<file path="src/rtl/seq_multiplier.sv">
`default_nettype none
// ============================================================================
//  Module      : seq_multiplier
//  Description : Sequential unsigned shift-add multiplier. Computes
//                P = A * B (WIDTH x WIDTH -> 2*WIDTH) one multiplier bit per
//                clock behind a start/done handshake.
//  Ports       : clk   - rising-edge clock
//                rst   - asynchronous, active-high reset
//                start - request, sampled only in IDLE
//                A, B  - unsigned operands, captured on accepted start
//                busy  - high while a multiplication is running
//                done  - one-cycle pulse, P valid in the same cycle
//                P     - registered product, held until the next result
//  Options     : SEQ_MULT_ZERO_SKIP_EN - finish early once the remaining
//                multiplier bits (or the multiplicand) are zero.
//  Revision    : 1.0 - initial release
// ============================================================================
module seq_multiplier #(
    parameter int WIDTH = 4
) (
    input  logic               clk,
    input  logic               rst,
    input  logic               start,
    input  logic [WIDTH-1:0]   A,
    input  logic [WIDTH-1:0]   B,
    output logic               busy,
    output logic               done,
    output logic [2*WIDTH-1:0] P
);

    localparam int CNT_W = (WIDTH > 2) ? $clog2(WIDTH) : 1;

    localparam logic [1:0]       c_st_idle = 2'd0;
    localparam logic [1:0]       c_st_run  = 2'd1;
    localparam logic [1:0]       c_st_done = 2'd2;
    localparam logic [CNT_W-1:0] c_last    = CNT_W'(WIDTH - 1);

    logic [1:0]         r_state;
    logic [1:0]         w_state_nxt;
    logic [WIDTH-1:0]   r_mcand;
    logic [WIDTH-1:0]   r_mplier;
    logic [2*WIDTH-1:0] r_acc;
    logic [CNT_W-1:0]   r_cnt;
    logic [2*WIDTH-1:0] w_addend;
    logic               w_last_iter;
    logic               w_skip;

    // Partial product for the current bit position; the accumulator is wide
    // enough that the running sum can never overflow.
    assign w_addend    = {{WIDTH{1'b0}}, r_mcand} << r_cnt;
    assign w_last_iter = (r_cnt == c_last);

`ifdef SEQ_MULT_ZERO_SKIP_EN
    // Looks at the multiplier after this iteration's shift: once no set bits
    // remain, the accumulator already holds the final product.
    assign w_skip = (r_mcand == '0) || ((r_mplier >> 1) == '0);
`else
    assign w_skip = 1'b0;
`endif

    // ------------------------------------------------------------------
    // State register
    // ------------------------------------------------------------------
    always_ff @(posedge clk or posedge rst) begin
        if (rst) begin
            r_state <= c_st_idle;
        end else begin
            r_state <= w_state_nxt;
        end
    end

    // ------------------------------------------------------------------
    // Next-state logic
    // ------------------------------------------------------------------
    always_comb begin
        w_state_nxt = r_state;
        case (r_state)
            c_st_idle: if (start) w_state_nxt = c_st_run;
            c_st_run:  if (w_last_iter || w_skip) w_state_nxt = c_st_done;
            c_st_done: w_state_nxt = c_st_idle;
            default:   w_state_nxt = c_st_idle;
        endcase
    end

    // ------------------------------------------------------------------
    // Datapath and registered outputs. busy/done are decoded from the
    // current state and registered, so they trail the state by one cycle:
    // busy covers the WIDTH iteration cycles and done lands one edge after
    // the DONE state, alongside the freshly loaded P.
    // ------------------------------------------------------------------
    always_ff @(posedge clk or posedge rst) begin
        if (rst) begin
            r_mcand  <= '0;
            r_mplier <= '0;
            r_acc    <= '0;
            r_cnt    <= '0;
            busy     <= 1'b0;
            done     <= 1'b0;
            P        <= '0;
        end else begin
            busy <= (r_state == c_st_run);
            done <= (r_state == c_st_done);
            case (r_state)
                c_st_idle: begin
                    if (start) begin
                        r_mcand  <= A;
                        r_mplier <= B;
                        r_acc    <= '0;
                        r_cnt    <= '0;
                    end
                end
                c_st_run: begin
                    if (r_mplier[0]) begin
                        r_acc <= r_acc + w_addend;
                    end
                    r_mplier <= r_mplier >> 1;
                    r_cnt    <= r_cnt + 1'b1;
                end
                c_st_done: begin
                    P <= r_acc;
                end
                default: begin
                end
            endcase
        end
    end

endmodule
`default_nettype wire

</file>
<file path="config.mk">
export PLATFORM = sky130hd
export DESIGN_NAME = seq_multiplier
export DESIGN_NICKNAME = d
export VERILOG_FILES = /design/src/rtl/seq_multiplier.sv
export SDC_FILE = /design/constraint.sdc
export NUM_CORES = 1
export LEC_CHECK = 0
export CAP_MARGIN = 40
export CORE_MARGIN = 4
export CORE_UTILIZATION = 50
export CTS_BUF_LIST = sky130_fd_sc_hd__clkbuf_4
export CTS_CLUSTER_DIAMETER = 200
export DETAILED_ROUTE_END_ITERATION = 7
export GPL_TIMING_DRIVEN = 0
export PLACE_DENSITY = 0.85
export SLEW_MARGIN = 5
export SYNTH_ARGS = -nofsm -noshare
export SYNTH_HDL_FRONTEND = slang
export SYNTH_SLANG_ARGS = --single-unit
</file>
<file path="constraint.sdc">
create_clock -name clk -period 2.2 [get_ports clk]
set_clock_uncertainty 0.1 [all_clocks]
set_input_delay 0.55 -clock clk [delete_from_list [all_inputs] [get_ports clk]]
set_output_delay 0.55 -clock clk [all_outputs]
set_load 0.1 [all_outputs]
</file>
==> results by group <==
Status
  • Status: finished, violations left
  • Failing checks: setup timing

Synthesis
  • Syn Nets: around 150
  • Syn Inst Count: about 130
  • Yosys synthesis warning count: 0
  • Synth top area share: about half
  • Synth cell types: 36
  • Post-Syn Area: 1520 sq um
  • Post-synth EDFFs: 0
  • Post-synth ARST share: 100%
  • Top_reg_cell synth: dfrtp_1
  • Seq/Total Area, Yosys: approximately 50%
  • Top post-synthesis cells by area: dfrtp_1, mux2_2, ha_1
  • Syn avg cell area: 11.6 sq um
  • #FFs+latches synth: 30
  • Post-synth top area cell: dfrtp_1

STA
  • Final cycle utilization of the critical path: 102%
  • Setup TNS: -53.4 ps
  • Worst-Margin Slew: 613 ps
  • # setup viols final: 1
  • Setup ws final: -53.4 ps
  • Final min period: around 2300 ps
  • RSZ-0062 raised after global routing: yes
  • Worst slew margin: about three fifths
  • Max Transition Viols Final: 0
  • F_max: between 0.4 and 0.5 GHz
  • Hold Vio Cnt, Final: 0

Finish
  • Net count, final: between 150 and 200
  • Post-Layout Cell Count: 206
  • Most frequent cells in the layout: dfrtp_1, clkdlybuf4s50_1, nand2_1
  • Layout area overhead: 36.0%
  • Reg area: approximately 750 sq um
  • Share of cells above drive strength 1: between 30 and 40%
  • Multi-input logic area: ~750 sq um
  • Most common cell after layout, fill and taps aside: dfrtp_1
  • # diodes: 0
  • Final std cell area, no fill: 2060 sq um
  • Filler instances: 186

Floorplan
  • Starting Density: between 50% and 60%
  • Core box area: 2830 sq um
  • Die X: between 60 and 70 microns
  • Die area: 3980 sq um
  • Die Y: 63.1 microns
  • I/O pin count: 21
  • FP Rows: 19

Clock network
  • Worst skew pair latency: around 330 ps
  • CTS clk-pin slew, worst paths: 90 ps
  • Root Driver: clkbuf_4
  • Clock tree buffer depth: 2
  • CTS buffer count: 5
  • CTS tree: done
  • Clk sinks: 30
  • H-tree depth: 2

Setup path
  • Reg-to-Reg Start: r_cnt[0]$_DFFE_PP0P_
  • Required time of the critical path: between 2000 and 2500 ps
  • CP Launch Type: flip-flop
  • Crit Path Category: flip-flop to flip-flop
  • Crit path from: r_cnt[0]$_DFFE_PP0P_
  • CP Capture Type: flip-flop
  • FF-to-FF path depth: 10
  • Critical R2R Capture: r_acc[6]$_DFFE_PP0P_
  • Flop2flop setup slack: -50 ps
  • Crit path DAT: 2370 ps
  • Max FO, Critical Path: 7

Detailed routing
  • Vias: between 1000 and 1500
  • TritonRoute pass-1 iters: 4
  • Vias per cell: between 5 and 6
  • DRC: 0
  • Drt total wl: 2970 microns
  • DRT antenna net count: 0
  • Drt wl/cell: roughly 14 microns
  • Initial DRC count: 34

Placement
  • Port bufs: 20
  • Detail Placement HPWL: roughly 2300 microns
  • Placed Area: 1930 sq um
  • RD Place Congestion: 0.913
  • # placed instances: 193

GRT
  • Total gr overflow: 0
  • Initial antenna violation count: 0
  • Vias in the first global route: 1197
  • First-pass GRT wire length: 5330 microns
  • Largest net degree at the start of global routing: 17
  • GR Util All Layers: 17.3%

Min path
  • Hold path start: r_acc[7]$_DFFE_PP0P_
  • Worst hold stages: 1
  • Worst Hold Path EP: r_acc[7]$_DFFE_PP0P_
  • Min-Delay Path Class: flip-flop to flip-flop

Run
  • Max-Cap Viols: 0
## cell families (layout without fill, tap and decap cells)
family | count (synthesis) | count (layout) | share of synthesized area, %
adder cells (fa/ha/maj) | 9 | 9 | 7.93
multiplexers | 17 | 17 | 12.2
XOR/XNOR | 4 | 4 | 2.31
buffers and inverters | 6 | 50 | 2.31
AO/OA/AOI/OAI | 33 | 33 | 14.6
AND/OR/NAND/NOR | 32 | 32 | 11.1
flip-flops | 30 | 30 | 49.5
## flip-flops by register name, summed over array words and instances, names as in the netlist
| signal | cells |
|---|---|
| r_state | 2 |
| r_mplier | 4 |
| busy | 1 |
| done | 1 |
| P | 8 |
| r_acc | 8 |
| r_cnt | 2 |
| r_mcand | 4 |
## worst max path at each step
| stage | endpoint | slack (ps) | depth (start not counted) |
|---|---|---|---|
| detailed placement | r_acc[6]$_DFFE_PP0P_ | -170 | 9 |
| floorplan | r_acc[6]$_DFFE_PP0P_ | 20 | 9 |
| CTS | r_acc[6]$_DFFE_PP0P_ | -4 | 10 |
| finish | r_acc[6]$_DFFE_PP0P_ | -50 | 10 |
| global placement | r_acc[6]$_DFFE_PP0P_ | -120 | 9 |
| global route | r_acc[7]$_DFFE_PP0P_ | -160 | 10 |
## Yosys cell counts, types with 3 or more instances
cell and number:
ha_1 8, a21oi_2 3, dfrtp_1 30, mux2_2 12, xor2_1 3, a21o_1 3, a21oi_1 4, nand2_1 19
mux2i_1 5, a22oi_1 3, o21ai_0 11
## per-layer routing
| metal | global-route usage (%) | share of wire [%] | wire length (microns) |
|---|---|---|---|
| met5 | 0 | 0 | 0 |
| met4 | 6.61 | 1.6 | 48 |
| met3 | 4.97 | 4.8 | 142 |
| met2 | 31.8 | 52 | 1560 |
| met1 | 18.7 | 41 | 1220 |
## stage by stage
step                hold WS, ps  utilization, %  setup WS [ps]
finish                      385            72.8          -53.4
global route                413            72.8           -164
CTS                         386            72.7          -3.61
detailed placement          374            68.3           -174
global placement            360            62.1           -116
floorplan                   343               -           16.5
## critical path, stage by stage, from the launching register on
cell     delay [ps]
dfrtp_1         380
buf_6           150
mux2i_4         260
buf_6           120
mux2i_1          60
ha_1            320
buf_4           150
a31o_1          230
a21oi_2         130
xor2_1          160
o21ai_1          80
## cell type report
class / instances / area share (%)
buffer: 4 / 2.00
clock buffer: 6 / 2.19
clock inverter: 2 / 0.425
inverter: 2 / 0.486
multi-input combinational: 95 / 36.2
sequential: 30 / 36.4
tap: 31 / 1.88
timing repair buffer: 36 / 20.3
## timing repair
action | CTS | global route
endpoints found under the setup margin | 4 | 4
buffers inserted | 5 | 0
gates resized for setup | 9 | 1
pin swaps | 5 | 5
hold buffers | 0 | 0
Power is not shown: default switching activity piles up to over one toggle a cycle in this logic, so the estimate is an artifact.
